[config.mk]
export PLATFORM = sky130hd
export DESIGN_NAME = keypad_bcd_entry
export DESIGN_NICKNAME = d
export VERILOG_FILES = /design/src/rtl/keypad_pkg.sv /design/src/rtl/keypad_scanner.sv /design/src/rtl/keypad_bcd_entry.sv
export SDC_FILE = /design/constraint.sdc
export NUM_CORES = 1
export LEC_CHECK = 0
export CORE_UTILIZATION = 45
export DETAILED_ROUTE_END_ITERATION = 6
export DONT_BUFFER_PORTS = 1
export PLACE_DENSITY = 0.74
export SKIP_LAST_GASP = 1
export SLEW_MARGIN = 40
export SYNTH_ARGS = -nofsm -noshare
export SYNTH_HDL_FRONTEND = slang
export SYNTH_HIERARCHICAL = 1
export SYNTH_SLANG_ARGS = --single-unit
[constraint.sdc]
create_clock -name clk_in -period 2.2 [get_ports clk_in]
set_input_delay 0.22 -clock clk_in [delete_from_list [all_inputs] [get_ports clk_in]]
set_output_delay 0.22 -clock clk_in [all_outputs]
set_load 0.03 [all_outputs]
[src/rtl/keypad_pkg.sv]
// rtl/keypad_pkg.sv - key codes, scanner state encodings and matrix lookup
package keypad_pkg;

    localparam logic [3:0] KEY_A    = 4'd10;
    localparam logic [3:0] KEY_B    = 4'd11;
    localparam logic [3:0] KEY_C    = 4'd12;
    localparam logic [3:0] KEY_D    = 4'd13;
    localparam logic [3:0] KEY_STAR = 4'd14;
    localparam logic [3:0] KEY_HASH = 4'd15;

    localparam logic [1:0] SCAN     = 2'd0;
    localparam logic [1:0] DEBOUNCE = 2'd1;
    localparam logic [1:0] HELD     = 2'd2;

    // Layout: r0=1 2 3 A, r1=4 5 6 B, r2=7 8 9 C, r3=* 0 # D
    function automatic logic [3:0] key_lookup(input logic [1:0] row, input logic [1:0] col);
        logic [3:0] code;
        case ({row, col})
            4'b00_00: code = 4'd1;
            4'b00_01: code = 4'd2;
            4'b00_10: code = 4'd3;
            4'b00_11: code = KEY_A;
            4'b01_00: code = 4'd4;
            4'b01_01: code = 4'd5;
            4'b01_10: code = 4'd6;
            4'b01_11: code = KEY_B;
            4'b10_00: code = 4'd7;
            4'b10_01: code = 4'd8;
            4'b10_10: code = 4'd9;
            4'b10_11: code = KEY_C;
            4'b11_00: code = KEY_STAR;
            4'b11_01: code = 4'd0;
            4'b11_10: code = KEY_HASH;
            default:  code = KEY_D;
        endcase
        return code;
    endfunction

    function automatic logic [1:0] lowest_low_row(input logic [3:0] row);
        logic [1:0] idx;
        if (!row[0])      idx = 2'd0;
        else if (!row[1]) idx = 2'd1;
        else if (!row[2]) idx = 2'd2;
        else              idx = 2'd3;
        return idx;
    endfunction

endpackage

[src/rtl/keypad_scanner.sv]
// rtl/keypad_scanner.sv - column scan, row synchroniser and press/release debounce FSM
module keypad_scanner
    import keypad_pkg::*;
#(
    parameter int SCAN_DIV       = 50000,
    parameter int DEBOUNCE_SLOTS = 4
) (
    input  logic       clk_in,
    input  logic       reset,
    input  logic [3:0] Row,
    output logic [3:0] Col,
    output logic       key_valid,
    output logic [3:0] key_code
);

    localparam int STABLE = DEBOUNCE_SLOTS * 4;
    localparam int DIV_W  = (SCAN_DIV > 1) ? $clog2(SCAN_DIV) : 1;
    localparam int CNT_W  = $clog2(STABLE + 1);

    logic [DIV_W-1:0] r_div;
    logic [3:0]       r_row_s1;
    logic [3:0]       r_row_s2;
    logic [1:0]       r_state;
    logic [1:0]       r_col_idx;
    logic [1:0]       r_row_idx;
    logic [3:0]       r_row_pat;
    logic [CNT_W-1:0] r_cnt;

    logic             w_slot_end;
    logic             w_row_any;
    logic             w_match;
    logic [CNT_W-1:0] w_cnt_next;

    assign w_slot_end = (r_div == DIV_W'(SCAN_DIV - 1));
    assign w_row_any  = (r_row_s2 != 4'hF);
    assign w_match    = (r_row_s2 == r_row_pat);
    assign w_cnt_next = r_cnt + 1'b1;
    assign Col        = ~(4'b0001 << r_col_idx);

    always_ff @(posedge clk_in or negedge reset) begin
        if (!reset) begin
            r_div     <= '0;
            r_row_s1  <= 4'hF;
            r_row_s2  <= 4'hF;
            r_state   <= SCAN;
            r_col_idx <= 2'd0;
            r_row_idx <= 2'd0;
            r_row_pat <= 4'hF;
            r_cnt     <= '0;
            key_valid <= 1'b0;
            key_code  <= 4'd0;
        end else begin
            key_valid <= 1'b0;
            r_row_s1  <= Row;
            r_row_s2  <= r_row_s1;
            r_div     <= w_slot_end ? '0 : r_div + 1'b1;

            if (w_slot_end) begin
                case (r_state)
                    SCAN: begin
                        if (w_row_any) begin
                            // Freeze Col on this column; the latching sample itself is not counted
                            r_row_pat <= r_row_s2;
                            r_row_idx <= lowest_low_row(r_row_s2);
                            r_cnt     <= '0;
                            r_state   <= DEBOUNCE;
                        end else begin
                            r_col_idx <= r_col_idx + 1'b1;
                        end
                    end
                    DEBOUNCE: begin
                        if (!w_match) begin
                            r_cnt   <= '0;
                            r_state <= SCAN;
                        end else if (w_cnt_next == CNT_W'(STABLE)) begin
                            r_cnt     <= '0;
                            key_valid <= 1'b1;
                            key_code  <= key_lookup(r_row_idx, r_col_idx);
                            r_state   <= HELD;
                        end else begin
                            r_cnt <= w_cnt_next;
                        end
                    end
                    HELD: begin
                        if (w_row_any) begin
                            r_cnt <= '0;
                        end else if (w_cnt_next == CNT_W'(STABLE)) begin
                            r_cnt   <= '0;
                            r_state <= SCAN;
                        end else begin
                            r_cnt <= w_cnt_next;
                        end
                    end
                    default: begin
                        r_cnt   <= '0;
                        r_state <= SCAN;
                    end
                endcase
            end
        end
    end

endmodule

[src/rtl/keypad_bcd_entry.sv]
// rtl/keypad_bcd_entry.sv - keypad two-digit BCD entry converted to a range-checked binary preset
module keypad_bcd_entry
    import keypad_pkg::*;
#(
    parameter int SCAN_DIV       = 50000,
    parameter int DEBOUNCE_SLOTS = 4,
    parameter int MAX_VALUE      = 59,
    parameter int VALUE_W        = 6
) (
    input  logic               clk_in,
    input  logic               reset,
    input  logic [3:0]         Row,
    output logic [3:0]         Col,
    output logic               key_valid,
    output logic [3:0]         key_code,
    output logic [3:0]         digit_tens,
    output logic [3:0]         digit_units,
    output logic [VALUE_W-1:0] value_bin,
    output logic               value_valid,
    output logic               entry_err
);

    logic [1:0] r_count;
    logic [6:0] w_tens_ext;
    logic [6:0] w_sum;
    logic       w_is_digit;
    logic       w_in_range;

    keypad_scanner #(
        .SCAN_DIV       (SCAN_DIV),
        .DEBOUNCE_SLOTS (DEBOUNCE_SLOTS)
    ) u_scanner (
        .clk_in    (clk_in),
        .reset     (reset),
        .Row       (Row),
        .Col       (Col),
        .key_valid (key_valid),
        .key_code  (key_code)
    );

    // tens*10 as shift-add so no multiplier is inferred
    assign w_tens_ext = {3'b000, digit_tens};
    assign w_sum      = (w_tens_ext << 3) + (w_tens_ext << 1) + {3'b000, digit_units};
    assign w_is_digit = (key_code <= 4'd9);
    assign w_in_range = (r_count != 2'd0) && (w_sum <= 7'(MAX_VALUE));

    always_ff @(posedge clk_in or negedge reset) begin
        if (!reset) begin
            digit_tens  <= 4'd0;
            digit_units <= 4'd0;
            r_count     <= 2'd0;
            value_bin   <= '0;
            value_valid <= 1'b0;
            entry_err   <= 1'b0;
        end else begin
            value_valid <= 1'b0;
            entry_err   <= 1'b0;
            if (key_valid) begin
                if (w_is_digit) begin
                    digit_tens  <= digit_units;
                    digit_units <= key_code;
                    r_count     <= (r_count == 2'd2) ? 2'd2 : r_count + 1'b1;
                end else if (key_code == KEY_STAR) begin
                    digit_tens  <= 4'd0;
                    digit_units <= 4'd0;
                    r_count     <= 2'd0;
                end else if (key_code == KEY_HASH) begin
                    if (w_in_range) begin
                        value_bin   <= w_sum[VALUE_W-1:0];
                        value_valid <= 1'b1;
                    end else begin
                        entry_err <= 1'b1;
                    end
                    digit_tens  <= 4'd0;
                    digit_units <= 4'd0;
                    r_count     <= 2'd0;
                end
            end
        end
    end

endmodule
### Yosys cells after proc, flatten, opt, wreduce, memory -nomap -nowiden

Memory sizes are Yosys's and may differ from the RTL's. A register that Yosys moved wholly into a read port is not among the register bits.
Cells that the tools add are included.

* memories: 1
* bits in registers: 58
* word-level logic and storage cells: 91
* memory bits (read-only): 64
* input port bits: 6

* add/subtract/negate cells: 6
* shift operators: 1
* reduce and logical (&&, ||, !) cells: 12
* bitwise operators: 4
* muxes and demuxes: 37
* equal/unequal tests: 13
* order comparisons: 2

Memory list
* (name not given): words 16, bits a word 4, read ports 1, clocked after Yosys merged registers in 1, write ports 0, RTL line keypad_pkg.sv:18 `case ({row, col})`

Operator list (number)
* 2-bit two-way mux: 11
* 5-bit two-way mux: 4
* 16-bit by 1-bit adder with 16-bit output (second input constant): 1
* 16-bit == test (second input constant): 1
* 16-bit two-way mux: 1
* 4-bit two-way mux: 4
* 1-bit two-way mux: 15
* 5-bit one-hot mux with 3 select lines: 1
* 5-bit AND reduction: 2
* 4-bit == test (second input constant): 2
* 7-bit by 4-bit adder with 7-bit output: 1
* 7-bit by 5-bit adder with 7-bit output: 1
* 7-bit by 6-bit <= comparator with 1-bit output (second input constant): 1
* 2-bit one-hot mux with 3 select lines: 1
* 3-bit AND reduction: 2
* 5-bit by 1-bit adder with 5-bit output (second input constant): 1
* 5-bit == test (second input constant): 1
* 2-bit by 1-bit adder with 2-bit output (second input constant): 2
* 2-bit == test (second input constant): 2
* 4-bit == test: 1
* 4-bit <= comparator (second input constant): 1
* 2-bit by 1-bit != test with 1-bit output (second input constant): 2
* 4-bit != test (second input constant): 1
* 4-bit inverter: 1
* 12 further kinds: 15

### Longest topological paths before layout

Gate-level depths: netlist of run 1.

* word-level depth: 9
* depth in mapped cells: 8

### By module

The synthesis of run 1 kept the hierarchy.

By module, submodules not included
* keypad_scanner: cells an instance 200, area each 2234.6 sq um, instances 1
* keypad_bcd_entry: cells an instance 103, area each 1063.5 sq um, instances 1

### Least setup slack after synthesis of run 1

Ideal clock, no wire load.

* kind: reg2reg
* start: register digit_units[3]
* end: register value_bin[2]
* path slack: -0.413 ns
* stages on the path, launching flop included: 7
* arrival: 2.488 ns
* setup time: 0.125 ns
* cells stage by stage: dfrtp_1 fa_1 fa_1 xor2_1 and3_1 a21oi_4 mux2_2

* cells in the longest elaborated chain, start to end: 4

Ends and longest elaborated chain
* start: declaration: RTL line keypad_bcd_entry.sv:17 `output logic [3:0] digit_units,`
* start signal: assignment: RTL line keypad_bcd_entry.sv:61 `digit_units <= key_code;`
* 7-bit by 4-bit adder with 7-bit output: RTL line keypad_bcd_entry.sv:43 `assign w_sum = (w_tens_ext << 3) + (w_tens_ext << 1) + {3'b000, digit_units};`
* 7-bit by 6-bit <= comparator with 1-bit output: RTL line keypad_bcd_entry.sv:45 `assign w_in_range = (r_count != 2'd0) && (w_sum <= 7'(MAX_VALUE));`
* 1-bit logical AND: RTL line keypad_bcd_entry.sv:45
* 5-bit AND reduction (no line)
* end signal: assignment: RTL line keypad_bcd_entry.sv:69 `value_bin <= w_sum[VALUE_W-1:0];`
* end: declaration: RTL line keypad_bcd_entry.sv:18 `output logic [VALUE_W-1:0] value_bin,`

No other way between the ends.
A chain may end at the register's enable or synchronous reset.

### Worst setup path after layout of run 1

* start: register digit_units[3]
* end: register value_bin[4]

* cells in the longest elaborated chain, start to end: 4

Ends and longest elaborated chain
* 7-bit by 4-bit adder with 7-bit output: RTL line keypad_bcd_entry.sv:43
* via w_sum[3]: RTL line keypad_bcd_entry.sv:25 `logic [6:0] w_sum;`
* 7-bit by 6-bit <= comparator with 1-bit output: RTL line keypad_bcd_entry.sv:45
* 1-bit logical AND: RTL line keypad_bcd_entry.sv:45
* 5-bit AND reduction (no line)

The timed path passes the listed nets, and every way through them passes these cells.

==> results of run 1 <==
metrics by stage:
stage,util,hold slack (ps),total power [uW],instances,area [um^2]
2_1_floorplan,-,-75.6,1180,303,3320
5_1_grt,0.582,346,2420,441,4040
4_1_cts,0.573,351,2380,441,3980
3_5_place_dp,0.516,-74.4,1190,416,3580
6_report,0.582,349,2340,441,4040
3_3_place_gp,0.516,-74.5,1190,416,3580
timing repair:
item | CTS | global route
hold buffers | 6 | 0
buffers inserted | 3 | 0
hold endpoints to repair | 66 | 0
setup endpoints to repair | 7 | 13
pin swaps | 8 | 9
gates resized for setup | 16 | 9
worst max-delay path, stage by stage, from the launching register on:
cell     delay (ps)
dfrtp_2         420
fa_2            610
fa_2            490
and3_4          210
a21oi_4         170
buf_6           150
mux2_4          310
metal layers:
metal,GRT usage,up-vias
met1,0.211,1150
li1,-,1150
met5,0,-
met2,0.332,69
met4,0.119,0
met3,0.0566,18
worst paths after layout:
kind | endpoint | slack, ps | cells after the start
hold / removal | u_scanner/r_row_s2[1]$_DFF_PN1_ | 350 | 0
setup reg to reg | value_bin[4]$_DFFE_PN0P_ | -260 | 6
hold reg to reg | u_scanner/r_row_s2[1]$_DFF_PN1_ | 350 | 0
max in group asynchronous | u_scanner/r_row_pat[1]$_DFFE_PN1P_ | 1460 | 2
min in group asynchronous | digit_units[2]$_DFFE_PN0P_ | 420 | 2
setup / recovery | value_bin[4]$_DFFE_PN0P_ | -260 | 6
report_power, final:
group,leakage [uW],internal (uW),switching [uW]
Combinational,0.000898,14.8,28.0
Clock,0.000110,701,436
Sequential,0.000801,1150,5.41
cell families (layout without fill, tap and decap cells):
family | count (synthesis) | in the layout
AO/OA/AOI/OAI | 58 | 58
flip-flops | 62 | 62
adder cells (fa/ha/maj) | 22 | 22
XOR/XNOR | 19 | 19
AND/OR/NAND/NOR | 99 | 99
buffers and inverters | 26 | 68
multiplexers | 17 | 17
layout make-up:
class / instances / share of cell area
Clock buffer: 13 / 0.0393
Clock inverter: 3 / 0.0167
Inverter: 18 / 0.0167
Multi-Input combinational cell: 215 / 0.435
Sequential cell: 62 / 0.389
Tap cell: 96 / 0.0297
Timing Repair Buffer: 34 / 0.0731
layout by cell type, fill, tap and decap left out, types with 6 or more instances in the layout:
cell,count
dfrtp_1,45
buf_4,26
nand2_1,22
nor2_1,20
inv_1,18
o21ai_0,17
ha_1,16
dfstp_2,12
clkbuf_8,11
nand3_1,10
xor2_1,10
mux2_4,7
nor2b_1,7
a22oi_1,7
xnor2_1,7
mux2_2,7
and3_1,6
state kept, by name, summed over array words and instances (netlist names), 2 cells and up:
signal	count
digit_tens	4
digit_units	4
r_count	2
u_scanner/key_code	4
u_scanner/r_cnt	5
u_scanner/r_col_idx	2
u_scanner/r_div	16
u_scanner/r_row_idx	2
u_scanner/r_row_pat	4
u_scanner/r_row_s1	4
u_scanner/r_row_s2	4
u_scanner/r_state	2
value_bin	6
synth_stat cells, types with 8 or more instances:
master	count
dfrtp_1	50
nand2_1	22
ha_1	20
nor2_1	20
inv_1	18
o21ai_0	17
dfstp_2	12
mux2_2	11
nand3_1	11
xor2_1	11
and3_1	8
xnor2_1	8
==> flow_metrics.tcl, run 1 <==
set metrics [dict create \
    final_hold_viol_count 0 \
    htree_num_levels 3 \
    synth_area_um2 3300 \
    ys_seq_elements 62 \
    multiInputGateArea_um2 1760 \
    wire_per_inst_um 15.3 \
    slew_violations 0 \
    syn_avg_cell_area_um2 10.9 \
    synth_mux_area_frac 0.0580 \
    ios 31 \
    setup_total_negative_slack_ps -1540 \
    drive_gt1_frac 0.301 \
    place_ws_ps -261 \
    cts_num_sinks 62 \
    track_usage 0.193 \
    diodes 0 \
    startpoint_type "flop" \
    wl_met2_um 3400 \
    gp_congestion 0.779 \
    path_clk_slew_ps 80 \
    fillerInstances 554 \
    nets 368 \
    cts_root_buf "clkbuf_8" \
    highest_layer "met4" \
    fin_ws_ps -260 \
    fin_crit_sh 1.12 \
    rsz0062_at_grt "true" \
    yosysWarningCount 6 \
    wl_met1_um 2740 \
    syn_to_final_growth_pct 22.5 \
    finalCriticalPeriod_ps 2460 \
    grt_max_degree 63 \
    post_synth_fa_ha_maj_area_fraction 0.0880 \
    die_area_um2 7680 \
    grt_pass1_vias 2471 \
    routed_via_density 5.41 \
    synth_async_sr_flop_share 1.00 \
    first_pass_iters 4 \
    met3_length_um 429 \
    synth_edf_count 0 \
    crit_path_start "digit_units[3]$_DFFE_PN0P_" \
    place_hpwl_um 4300 \
    numCtsBuffers 9 \
    peakVddDrop_mv 0.529 \
    hold_path_class "flop to flop" \
    die_x_um 87.6 \
    synth-simple-area-share 0.170 \
    grt-ovfl-total 0 \
    cap_violations 0 \
    synthDistinctLibCells 55 \
    synth_xor_area_frac 0.0505 \
    ys_seq_area_frac 0.475 \
    drcViolationCount 0 \
    drt_iter0_drc 149 \
    synth_top_family_by_area "simple AND/OR/NAND/NOR gates" \
    num_rows 30 \
    min-delay-start "u_scanner/r_row_s1[1]$_DFF_PN1_" \
    clockBufferDepth 2 \
    antenna_found_initial 0 \
    power_density_nw_per_um2 579 \
    critPathRequiredTime_ps 2430 \
    synthFlopType "dfrtp_1" \
    io_buffers 0 \
    ys_top_cells_by_area "dfrtp_1, dfstp_2, ha_1" \
    tritoncts "done" \
    setup_viol 7 \
    leakage_uw 0.00181 \
    drt_wl_total_um 6770 \
    synth_top_area_frac 0.379 \
    crit_type "flop to flop" \
    clock.fmax_ghz 0.407 \
    crit_path_max_fanout 5 \
    start_util 0.475 \
    cp-end-kind "flop" \
    grt_first_pass_wirelength_um 11300 \
    ant_nets 0 \
    vias 2387 \
    tightest_slew_ps 573 \
    synthCells 303 \
    skew_ps 10.7 \
    clk_latency_ps 340 \
    synth_compound_area_frac 0.125 \
    crit_arrival_ps 2690 \
    seq_area_um2 1570 \
    violations "negative setup slack" \
    status "complete, but fails checks" \
    slew-limit-headroom 0.617 \
    core_um2 6940 \
    r2r-start "digit_units[3]$_DFFE_PN0P_" \
    die_h_um 87.6 \
    syn_nets 331 \
    yosysTopAreaCell "dfrtp_1" \
]
Note: power is estimated with default switching activity, not from simulation.
==> inputs of run 2 (changes only) <==
CORE_UTILIZATION = 37   (was 45)
PLACE_DENSITY = 0.65   (was 0.74)
==> flow_metrics.tcl, run 2 (synthesis results as in run 1) <==
set metrics [dict create \
    status "complete, but fails checks" \
    violations "negative setup slack" \
    cap_violations 0 \
    fin_ws_ps -206 \
    rsz0062_at_grt "true" \
    critical_path_buf_inv_count 1 \
    final_hold_viol_count 0 \
    crit_arrival_ps 2640 \
    grt_pass1_vias 2375 \
    pwr-share-comb 0.019 \
    clock.fmax_ghz 0.416 \
    power_density_nw_per_um2 566 \
    drive_gt1_frac 0.277 \
    setup_viol 7 \
    num_rows 34 \
    clockBufferDepth 2 \
    layout.cells.most_common "dfrtp_1" \
    seq_area_um2 1570 \
    ios 31 \
    fin_crit_sh 1.09 \
    track_usage 0.152 \
    drt_wl_total_um 6230 \
    core_um2 8680 \
    final_util 0.457 \
    numCtsBuffers 9 \
    critPathTopFamily "adder cells" \
    p_sw_uw 459 \
    skew_ps 11.0 \
    drt_iter0_drc 94 \
    place_ws_ps -221 \
    antenna_found_initial 0 \
    internal_power_uw 1780 \
    vias 2345 \
    ant_nets 0 \
    die_area_um2 9300 \
    largestRegisters "u_scanner/r_div (16), value_bin (6), u_scanner/r_cnt (5)" \
    nets 370 \
    hold_path_class "flop to flop" \
    cts_root_buf "clkbuf_8" \
    crit_type "flop to flop" \
    grt_max_degree 63 \
    stdcell_count 455 \
    tritoncts "done" \
    sw_frac_of_total 0.205 \
    crit_path_max_fanout 4 \
    critPathMaxStageDelay_ps 520 \
    crit_chain "fa_1, fa_2, xor2_1, and3_4, a21oi_4, buf_4, mux2_1" \
    final_cell_mix "dfrtp_1, buf_4, nand2_1" \
    cp-end-kind "flop" \
    slew-limit-headroom 0.624 \
    critPathRequiredTime_ps 2430 \
    cts_num_sinks 62 \
    gp_congestion 0.762 \
    grt_first_pass_wirelength_um 10600 \
    diodes 0 \
    slowest_stage "fa_1" \
    first_pass_iters 4 \
    syn_to_final_growth_pct 20.1 \
    routed_via_density 5.15 \
    tightest_slew_ps 559 \
    multiInputGateArea_um2 1670 \
    place_hpwl_um 4490 \
    seqPwrFrac 0.517 \
    die_x_um 96.4 \
    slew_violations 0 \
    htree_num_levels 3 \
    drcViolationCount 0 \
    pwr-share-clk 0.464 \
    grt-ovfl-total 0 \
    leakage_uw 0.00182 \
    startpoint_type "flop" \
    start_util 0.380 \
    path_clk_slew_ps 70 \
    wire_per_inst_um 13.7 \
    clk_latency_ps 350 \
    peakVddDrop_mv 0.333 \
    largest-register "u_scanner/r_div" \
    io_buffers 0 \
    die_h_um 96.4 \
    dpl.cell_count 429 \
    fillerInstances 813 \
    finalCriticalPeriod_ps 2410 \
    largest_register_ffs 16 \
]
[run 2: cell types whose count changed in the layout (fill, tap and decap cells not counted), moves of 2 or more]
cell,previous run,this run
a21oi_1,4,6
buf_4,26,29
ha_1,16,19
ha_4,3,0
[run 2: final cells by class]
cell class / count / area share
Clock buffer: 13 / 0.0426
Timing Repair Buffer: 36 / 0.0774
Tap cell: 108 / 0.0341
Multi-Input combinational cell: 215 / 0.421
Inverter: 18 / 0.0171
Clock inverter: 3 / 0.0107
Sequential cell: 62 / 0.397
[run 2: power groups by stage]
stage	sequential, uW	combinational (uW)	clock [uW]
6_report	1160	41.9	1040
3_3_place_gp	1180	8.11	0
3_5_place_dp	1180	8.08	0
4_1_cts	1160	44.3	1080
5_1_grt	1160	49.6	1120
2_1_floorplan	1180	6.43	0
[run 2: metal layers]
metal	GRT usage	vias to the layer above	part of all wire
li1	-	1153	-
met1	0.167	1130	0.43
met2	0.270	54	0.50
met3	0.0548	8	0.057
met4	0.0515	0	0.014
met5	0	-	0
[run 2: worst paths after layout]
check	slack (ps)	startpoint	cells after the start	to
worst max-delay path	-210	digit_tens[2]$_DFFE_PN0P_	7	value_bin[1]$_DFFE_PN0P_
min in group asynchronous	410	reset	2	value_bin[3]$_DFFE_PN0P_
max in group asynchronous	1470	reset	2	u_scanner/r_row_s2[2]$_DFF_PN1_
worst max register to register	-210	digit_tens[2]$_DFFE_PN0P_	7	value_bin[1]$_DFFE_PN0P_
worst min register to register	360	u_scanner/r_row_s1[0]$_DFF_PN1_	0	u_scanner/r_row_s2[0]$_DFF_PN1_
worst min-delay path	360	u_scanner/r_row_s1[0]$_DFF_PN1_	0	u_scanner/r_row_s2[0]$_DFF_PN1_
[run 2: stage by stage]
step           setup TNS [ps]  total power, uW  cell area (um^2)  hold WS (ps)
2_1_floorplan           -1380             1180              3320         -75.6
3_3_place_gp            -1150             1190              3610         -74.5
3_5_place_dp            -1330             1190              3610         -74.4
4_1_cts                 -1250             2280              3960           360
5_1_grt                 -1800             2330              3960           362
6_report                -1200             2240              3960           357
[run 2: what timing repair did]
action | 4_1_cts | 5_1_grt
pin swaps | 5 | 4
gates resized for setup | 8 | 1
endpoints found under the hold margin | 66 | 0
buffers inserted | 5 | 0
endpoints found under the setup margin | 7 | 11
hold buffers | 6 | 0
